## src/rtl/down_count_monitor_pkg.sv

```systemverilog
// Shared types and constants for the ripple down-counter monitor.
package down_count_monitor_pkg;
  localparam int CNT_W   = 3;
  localparam int STATE_W = 2;

  typedef enum logic [STATE_W-1:0] {
    ST_IDLE  = 2'd0,
    ST_TRACK = 2'd1,
    ST_ERROR = 2'd2
  } state_t;

  function automatic logic [CNT_W-1:0] dec_mod(input logic [CNT_W-1:0] v);
    return v - 3'd1;
  endfunction
endpackage

```

## src/rtl/down_count_monitor_sync_stable_filter.sv

```systemverilog
// Synchroniser chain plus stability filter for the asynchronous 3-bit counter bus.
module sync_stable_filter
  import down_count_monitor_pkg::*;
#(
  parameter int SYNC_STAGES = 2,
  parameter int STABLE_CYC  = 2
) (
  input  logic             clk,
  input  logic             rst,
  input  logic [CNT_W-1:0] din,
  output logic [CNT_W-1:0] value,
  output logic             stable
);
  localparam int RUN_W = (STABLE_CYC < 2) ? 1 : $clog2(STABLE_CYC + 1);
  localparam logic [RUN_W-1:0] RUN_MAX = RUN_W'(STABLE_CYC);

  logic [CNT_W-1:0]       sync_p [SYNC_STAGES];
  logic [SYNC_STAGES-1:0] vld_p;
  logic [CNT_W-1:0]       last_p;
  logic [RUN_W-1:0]       run_p;
  logic [CNT_W-1:0]       s;

  assign s = sync_p[SYNC_STAGES-1];

  // Synchroniser stage; vld_p marks which flops hold post-reset samples so
  // stale reset zeros are never counted as a stable value.
  always_ff @(posedge clk) begin
    if (rst) begin
      for (int i = 0; i < SYNC_STAGES; i++) sync_p[i] <= '0;
      vld_p <= '0;
    end else begin
      sync_p[0] <= din;
      for (int i = 1; i < SYNC_STAGES; i++) sync_p[i] <= sync_p[i-1];
      vld_p <= {vld_p[SYNC_STAGES-2:0], 1'b1};
    end
  end

  // Stability stage: run length of identical synced samples, saturating.
  always_ff @(posedge clk) begin
    if (rst) begin
      last_p <= '0;
      run_p  <= '0;
    end else if (vld_p[SYNC_STAGES-1]) begin
      if (s == last_p) begin
        if (run_p != RUN_MAX) run_p <= run_p + 1'b1;
      end else begin
        last_p <= s;
        run_p  <= RUN_W'(1);
      end
    end
  end

  assign value  = last_p;
  assign stable = (run_p == RUN_MAX);
endmodule

```

## src/rtl/down_count_monitor.sv

```systemverilog
// Filters a ripple down-counter and tracks wraps; skip detection enabled by
// defining DOWN_COUNT_MONITOR_SKIP_CHECK_EN.
module down_count_monitor
  import down_count_monitor_pkg::*;
#(
  parameter int SYNC_STAGES = 2,
  parameter int STABLE_CYC  = 2,
  parameter int WRAP_W      = 8
) (
  input  logic               clk,
  input  logic               rst,
  input  logic [CNT_W-1:0]   cnt_in,
  input  logic               clr,
  output logic [CNT_W-1:0]   cnt_val,
  output logic               cnt_vld,
  output logic               wrap,
  output logic [WRAP_W-1:0]  wrap_cnt,
  output logic               err,
  output logic [STATE_W-1:0] state
);
  logic [CNT_W-1:0]  fval;
  logic              fstable;
  logic              accept;
  state_t            state_q, nxt_state;
  logic [CNT_W-1:0]  nxt_val;
  logic              nxt_vld, nxt_wrap, nxt_err;
  logic [WRAP_W-1:0] nxt_wcnt;

  sync_stable_filter #(
    .SYNC_STAGES(SYNC_STAGES),
    .STABLE_CYC (STABLE_CYC)
  ) u_filter (
    .clk   (clk),
    .rst   (rst),
    .din   (cnt_in),
    .value (fval),
    .stable(fstable)
  );

  assign accept = fstable && ((fval != cnt_val) || (state_q == ST_IDLE));
  assign state  = state_q;

  always_comb begin
    nxt_state = state_q;
    nxt_val   = cnt_val;
    nxt_vld   = 1'b0;
    nxt_wrap  = 1'b0;
    nxt_wcnt  = wrap_cnt;
    nxt_err   = err;
    case (state_q)
      ST_IDLE: begin
        if (accept) begin
          nxt_val   = fval;
          nxt_vld   = 1'b1;
          nxt_state = ST_TRACK;
        end
      end
      ST_TRACK: begin
        if (accept) begin
          nxt_val = fval;
          nxt_vld = 1'b1;
          if (fval == dec_mod(cnt_val)) begin
            if (cnt_val == '0) begin
              nxt_wrap = 1'b1;
              if (wrap_cnt != '1) nxt_wcnt = wrap_cnt + 1'b1;
            end
          end else begin
`ifdef DOWN_COUNT_MONITOR_SKIP_CHECK_EN
            nxt_err   = 1'b1;
            nxt_state = ST_ERROR;
`endif
          end
        end
      end
      ST_ERROR: begin
        if (accept) begin
          nxt_val = fval;
          nxt_vld = 1'b1;
        end
      end
      default: nxt_state = ST_IDLE;
    endcase
    // clr overrides error and counter updates; a coincident wrap still pulses.
    if (clr) begin
      nxt_err  = 1'b0;
      nxt_wcnt = '0;
      if (nxt_state == ST_ERROR) nxt_state = ST_TRACK;
    end
  end

  always_ff @(posedge clk) begin
    if (rst) begin
      state_q  <= ST_IDLE;
      cnt_val  <= '0;
      cnt_vld  <= 1'b0;
      wrap     <= 1'b0;
      wrap_cnt <= '0;
      err      <= 1'b0;
    end else begin
      state_q  <= nxt_state;
      cnt_val  <= nxt_val;
      cnt_vld  <= nxt_vld;
      wrap     <= nxt_wrap;
      wrap_cnt <= nxt_wcnt;
      err      <= nxt_err;
    end
  end
endmodule

```

## config.mk

```make
export PLATFORM = sky130hd
export DESIGN_NAME = down_count_monitor
export DESIGN_NICKNAME = d
export VERILOG_FILES = /design/src/rtl/down_count_monitor_pkg.sv /design/src/rtl/down_count_monitor_sync_stable_filter.sv /design/src/rtl/down_count_monitor.sv
export SDC_FILE = /design/constraint.sdc
export NUM_CORES = 1
export LEC_CHECK = 0
export CAP_MARGIN = 20
export CORE_MARGIN = 3
export CORE_UTILIZATION = 54
export CTS_CLUSTER_SIZE = 24
export DETAILED_ROUTE_END_ITERATION = 16
export GPL_TIMING_DRIVEN = 0
export PLACE_DENSITY = 0.82
export SLEW_MARGIN = 20
export SYNTH_ARGS = -nofsm -noshare
export SYNTH_HDL_FRONTEND = slang
export SYNTH_SLANG_ARGS = --single-unit
```

## constraint.sdc

```tcl
create_clock -name clk -period 2.89 [get_ports clk]
set_input_delay 0.4335 -clock clk [delete_from_list [all_inputs] [get_ports clk]]
set_output_delay 0.4335 -clock clk [all_outputs]
set_load 0.03 [all_outputs]
```

## Word level (Yosys, flattened, before mapping)

Memory sizes are Yosys's and may differ from the RTL's.
Index checks and enable logic that the tools add are counted.

| storage, ports and cells | value |
|---|---|
| flip-flop bits (word level) | 22 |
| memory bits (writable) | 6 |
| input port bits | 6 |
| memories kept | 1 |

| cells by class | value |
|---|---|
| $add $sub $neg | 3 |
| eq/ne operators | 10 |
| multiplexer cells | 14 |
| bitwise operators | 7 |
| reduce and logical (&&, ||, !) cells | 13 |

Memory list:

| name | depth | width | read ports | clocked after Yosys merged registers in | write ports | line | text |
|---|---|---|---|---|---|---|---|
| u_filter.sync_p | 2 | 3 | 2 | 0 | 2 | down_count_monitor_sync_stable_filter.sv:17 | `logic [CNT_W-1:0] sync_p [SYNC_STAGES];` |

Operators by type and width:

| kind | count |
|---|---|
| 2-bit 2-to-1 mux | 5 |
| 8-bit by 1-bit adder with 8-bit output (second input constant) | 1 |
| 8-bit != test (second input constant) | 1 |
| 2-bit equality test (second input constant) | 3 |
| 3-bit equality test | 2 |
| 1-bit 2-to-1 mux | 6 |
| 3-bit 2-to-1 mux | 2 |
| 2-bit AND reduction | 3 |
| 2-bit OR reduction | 3 |
| 1-bit inverter | 5 |
| 5-bit AND reduction | 1 |
| 2-bit != test (second input constant) | 2 |
| 2-bit case mux with 2 select lines | 1 |
| 4-bit OR reduction | 1 |
| 3-bit logical NOT | 1 |
| 3-bit != test | 1 |
| 3-bit OR reduction | 1 |
| 3-bit by 1-bit subtractor with 3-bit output (second input constant) | 1 |
| 2-bit by 1-bit adder with 2-bit output (second input constant) | 1 |
| 2-bit by 1-bit equality test with 1-bit output (second input constant) | 1 |
| 2-bit logical NOT | 1 |
| 1-bit bitwise OR | 2 |
| 1-bit logical AND | 1 |
| 1-bit logical OR | 1 |

## Depth between registers and ports, before layout

| depth | value |
|---|---|
| depth in word-level cells | 8 |
| gate-level depth with buffers | 8 |

## Cells and area by module

From an unflattened synthesis, not the netlist that was laid out.

| unflattened totals | value |
|---|---|
| cells, all modules | 136 |
| area, all modules | 1,263.7 um^2 |

Modules (own cells, without submodules):

| module | times used | cells an instance | area each (um^2) |
|---|---|---|---|
| down_count_monitor | 1 | 91 | 773.2 |
| sync_stable_filter | 1 | 45 | 490.5 |

## Worst setup path after synthesis

Ideal clock, no wire load.

| timing | value |
|---|---|
| path type | reg-to-reg |
| start point | register cnt_val[0] |
| end point | register wrap_cnt[6] |
| setup time | 0.070 ns |
| arrival time | 2.069 ns |
| data required time | 2.820 ns |
| setup slack | 0.750 ns |
| cell stages (with the launch flop) | 8 |
| buffers on the path | 0 |
| period minus slack after synthesis | 2.140 ns |
| path through | dfxtp_1 inv_1 ha_1 ha_1 xor2_1 nand4_2 or4_1 a21oi_1 |

| on the way | value |
|---|---|
| longest elaborated chain between the ends | 4 |

RTL lines:

| element | line | text |
|---|---|---|
| start: declaration | down_count_monitor.sv:14 | `output logic [CNT_W-1:0] cnt_val,` |
| start signal: assignment | down_count_monitor.sv:101 | `cnt_val <= nxt_val;` |
| parallel branches: the longest is 3 deep, another holds 3-bit by 1-bit subtractor with 3-bit output | -- |  |
| 5-bit AND reduction (no source line) * | -- |  |
| end signal: assignment | down_count_monitor.sv:104 | `wrap_cnt <= nxt_wcnt;` |
| end: declaration | down_count_monitor.sv:17 | `output logic [WRAP_W-1:0] wrap_cnt,` |

Mark *: on every way between the ends.
A chain may end at the register's enable or synchronous reset.

## Final worst setup path

| timing | value |
|---|---|
| start point | register cnt_val[0] |
| end point | register wrap_cnt[4] |

The elaborated chain is that of the path after synthesis.

==> results.md <==
- The leading cell type by number of instances after synthesis is dfxtp_1.
- The height of the die is approximately 53 um.
- For this block, wires on met1 add up to approximately 1.2 mm.
- The clock passes through at most 2 buffers.
- The leakage power summed over all cells is ~0.56 nW.
- Hold is met by 0.4565 ns.
- By area the synthesized netlist is led by dfxtp_1, ha_1, a21oi_1, nor2_1, nor2b_1.
- The first global-routing pass estimated roughly 4.3 mm of wire.
- The path class of the lowest-slack min-delay path is flip-flop to flip-flop.
- The detail route stage leaves a number of antenna-violating nets equal to 0.
- The number of placed instances, taps included, is between 150 and 200.
- The remaining global-route overflow is 0.
- The end point of the critical path is wrap_cnt[4].
- The number of nets produced by synthesis is 141.
- Hold repair after CTS inserted 0 buffers.
- The portion of total power attributed to sequential cells is approximately two thirds.
- The part of the power in combinational logic is under 10%.
- The clock period could shrink to around 2.2 ns.
- Ranked by instance count, the synthesized netlist is headed by dfxtp_1, nor2_1, a21oi_1.
- The post-cts sizing count is 0.
- The post-route DRC violation count is 0.
- The post-route fraction of the period consumed by the critical path is 76.23%.
- The worst flop-to-flop path endpoint is wrap_cnt[4].
- The number of hold-slack violations in the final timing report is 0.
- The worst flop-to-flop path startpoint is cnt_val[0].
- In this run the mean area of a mapped cell was a little over 9 um^2.
- The total standard cell area after synthesis is between 1000 and 1500 um^2.
- The kind of start point of the critical path is a flip-flop.
- Setup violations remaining at the end of the flow were counted as 0.
- Data on the critical path arrives at its endpoint at between 2 and 2.5 ns.
- The endpoint kind of the worst setup timing path is a flip-flop.
- The sequential fraction of the synthesis area is roughly 46%.
- The number of global-route vias before repair is 1027.
- The share of total power dissipated in the clock network is 25.6%.
- The clock tree root driver cell is clkbuf_4.
- The maximum net fanout on the critical path is 8.
- The clock-pin slew of the registers on the worst-case setup and hold paths is around 0.13 ns.
- The total via count in the routed design is 1010.
- The setup TNS is 0 ns.
- The final routed wire length divided by cell count is about 13 um.
- The number of synthesized register bits is 28.
- The proportion of register bits with asynchronous set or reset after synthesis is 0%.
- The initial DRC count is 22.
- The max-slew violation total from the final report is 0.
- Summed over all instances, the cell type with the most area after synthesis is dfxtp_1.
- The achievable frequency is approximately 0.45 GHz.
- The count of placed standard cells in the final layout, fillers left out is 180.
- The slew at the pin with the worst max-slew slack is roughly 0.6 ns.
- Max-cap violations in this run came to 0.
- Internal power comes to 461.4 uW.
- The distinct cell type count after synthesis is 33.
- Yosys printed 0 warnings.
- During placement, the flow inserted port buffers numbering 19.
- The initial antenna violation count is 0.
- The number of top-level pins is 22.
- The number of detailed-routing iterations run before antenna repair is 6.
- After detailed routing, the total wire length is 2.370 mm.
- The floorplan has 16 rows.
- The cell count of the worst hold path is 1.
- The gate count after technology mapping is between 100 and 150.
- The number of setup buffers added after CTS is 0.
- The power per cell area is about 400 nW/um^2.
- The depth of the CTS H-tree is 1.
- The critical path starts at cnt_val[0].
- Summed over all nets, wire length on met2 after detailed routing comes to about 1.1 mm.
- The core region is between 2000 and 2500 um^2.
- The post-synthesis to final-layout area growth is 20.37%.
- Headroom to the max-slew limit came out at 59.81%.
- In the final layout, the share of cells above drive strength 1 is 4.575%.
- Routed signal wires occupy layers up through met4.
- The worst-case register-to-register setup slack is slightly below 0.7 ns.
- The worst-skew pair later-pin latency is between 0.3 and 0.4 ns.
- On the final layout, the worst clock skew is 0.002628 ns.
- Setup repair after global routing left no endpoint under its margin.
- The flow ran to the end, and the final reports show no timing, DRC or antenna violations.
- Entering global routing, the biggest net connects 15 pins.
- At the end of routability-driven placement, the weighted congestion stood at around 0.8.
- The die covers between 2000 and 3000 um^2.
- In this run, CTS created clock tree buffers numbering 3.
- The antenna diode count is 0.
- In this run switching power makes up a little over a fifth of total power.
- Data on the critical path is required at its endpoint by 3.14 ns.
- IR analysis of the VDD net gives a maximum drop of ~350 uV.
- The detailed route wirelength on metal3 is 90 um.
- Using the TritonRoute via totals, the vias-per-cell ratio works out to ~5.6.
- In this run the horizontal extent of the chip is roughly 53 um.
- The number of cells on the worst reg-to-reg path is 7.
- The number of nets in the final layout is about 170.
- The critical path class is flip-flop to flip-flop.
- The net switching power figure is 128.4 uW.
- TritonCTS built the clock tree.
- The top cell type's share of synthesized area is 46.33%.
- The number of flops mapped to enable cells by yosys is 0.
- The TritonCTS sink count is 28.
- The initial utilization of the core area, before any placement, comes to just under 60%.
- The primary flip-flop cell chosen by synthesis mapping is dfxtp_1.
- The global-route usage over all layers is 20.48%.
- The half-perimeter wire length after detailed placement is 1.834 mm.
cells by family after synthesis:
kind of cell | Yosys count | synth area share [%]
buf+inv | 14 | 4.861
simple gates | 44 | 20.48
xor+xnor | 8 | 5.791
fa+ha+maj | 4 | 4.137
mux | 3 | 2.482
other cells | 1 | 0.3099
flops | 28 | 46.33
compound gates | 29 | 15.62
power by group through the flow:
stage	logic (mW)	clock network, mW	registers [mW]
detailed placement	0.0413	0	0.406
global placement	0.0388	0	0.406
floorplan	0.0270	0	0.407
CTS	0.0415	0.153	0.398
global route	0.0462	0.170	0.399
finish	0.0412	0.151	0.398
through the flow:
step | power [mW] | setup slack (ns) | area (um^2) | utilization (%)
3_3_place_gp | 0.4447 | 0.8379 | 1434 | 70.22
6_report | 0.5898 | 0.6869 | 1456 | 71.32
3_5_place_dp | 0.4477 | 0.7158 | 1434 | 70.22
2_1_floorplan | 0.4337 | 0.7504 | 1210 | -
4_1_cts | 0.5926 | 0.6738 | 1456 | 71.32
5_1_grt | 0.6157 | 0.5712 | 1456 | 71.32
cell type report:
| class | count | area, um^2 |
|---|---|---|
| multi-input cells | 89 | 590.6 |
| inverters | 7 | 26.28 |
| repair buffers | 19 | 190.2 |
| flip-flops and latches | 28 | 560.5 |
| well taps | 27 | 33.78 |
| plain buffers | 7 | 32.53 |
| fillers | 174 | 585.6 |
| clock buffers | 3 | 22.52 |
cell usage in the layout (no fill, tap or decap):
cell type	Yosys	routed
clkbuf_2	2	2
clkbuf_4	0	3
o311ai_0	1	1
dfxtp_1	28	28
nand2_1	5	5
o21a_1	1	1
a21boi_0	2	2
mux2i_1	3	3
nor2_1	12	12
xor2_1	5	5
o311a_1	1	1
nor3_1	1	1
inv_1	7	7
buf_4	1	1
o21ai_0	5	5
nor3b_1	1	1
o31ai_1	5	5
and3_1	2	2
nor2b_1	7	7
conb_1	1	1
nand4_2	1	1
o41ai_1	2	2
ha_1	4	4
and2_1	1	1
a21oi_1	9	9
clkbuf_1	4	4
or4_1	3	3
or3_1	3	3
nand3_1	3	3
o211ai_1	3	3
nand4_1	2	2
and4b_1	1	1
xnor2_1	3	3
clkdlybuf4s50_1	0	19
nor4b_1	2	2
state kept, by name, indices dropped and copies added (netlist names):
register / flops
wrap_cnt: 8
u_filter.sync_p: 6
cnt_val: 3
u_filter.value: 3
state: 2
u_filter.run_p: 2
u_filter.vld_p: 2
cnt_vld: 1
wrap: 1
worst min-delay path by stage:
stage                                  to                  start
floorplan           u_filter.sync_p[0][3]  u_filter.sync_p[0][0]
global placement    u_filter.sync_p[0][5]  u_filter.sync_p[0][2]
detailed placement  u_filter.sync_p[0][3]  u_filter.sync_p[0][0]
CTS                 u_filter.sync_p[0][4]  u_filter.sync_p[0][1]
global route            u_filter.vld_p[1]      u_filter.vld_p[0]
finish              u_filter.sync_p[0][4]  u_filter.sync_p[0][1]
critical path: stages (launching register included):
cell and delay, ns:
dfxtp_1 0.39, inv_1 0.07, ha_1 0.20, ha_1 0.31, xor2_1 0.20, nand4_2 0.26, or4_1 0.57, a21oi_1 0.15
metal layers:
metal / vias to the layer above / global-route usage, %
li1: 507 / -
met1: 471 / 26.69
met2: 28 / 34.69
met3: 4 / 2.535
met4: 0 / 6.383
met5: - / 0
Power figures use the tool's default switching activity.
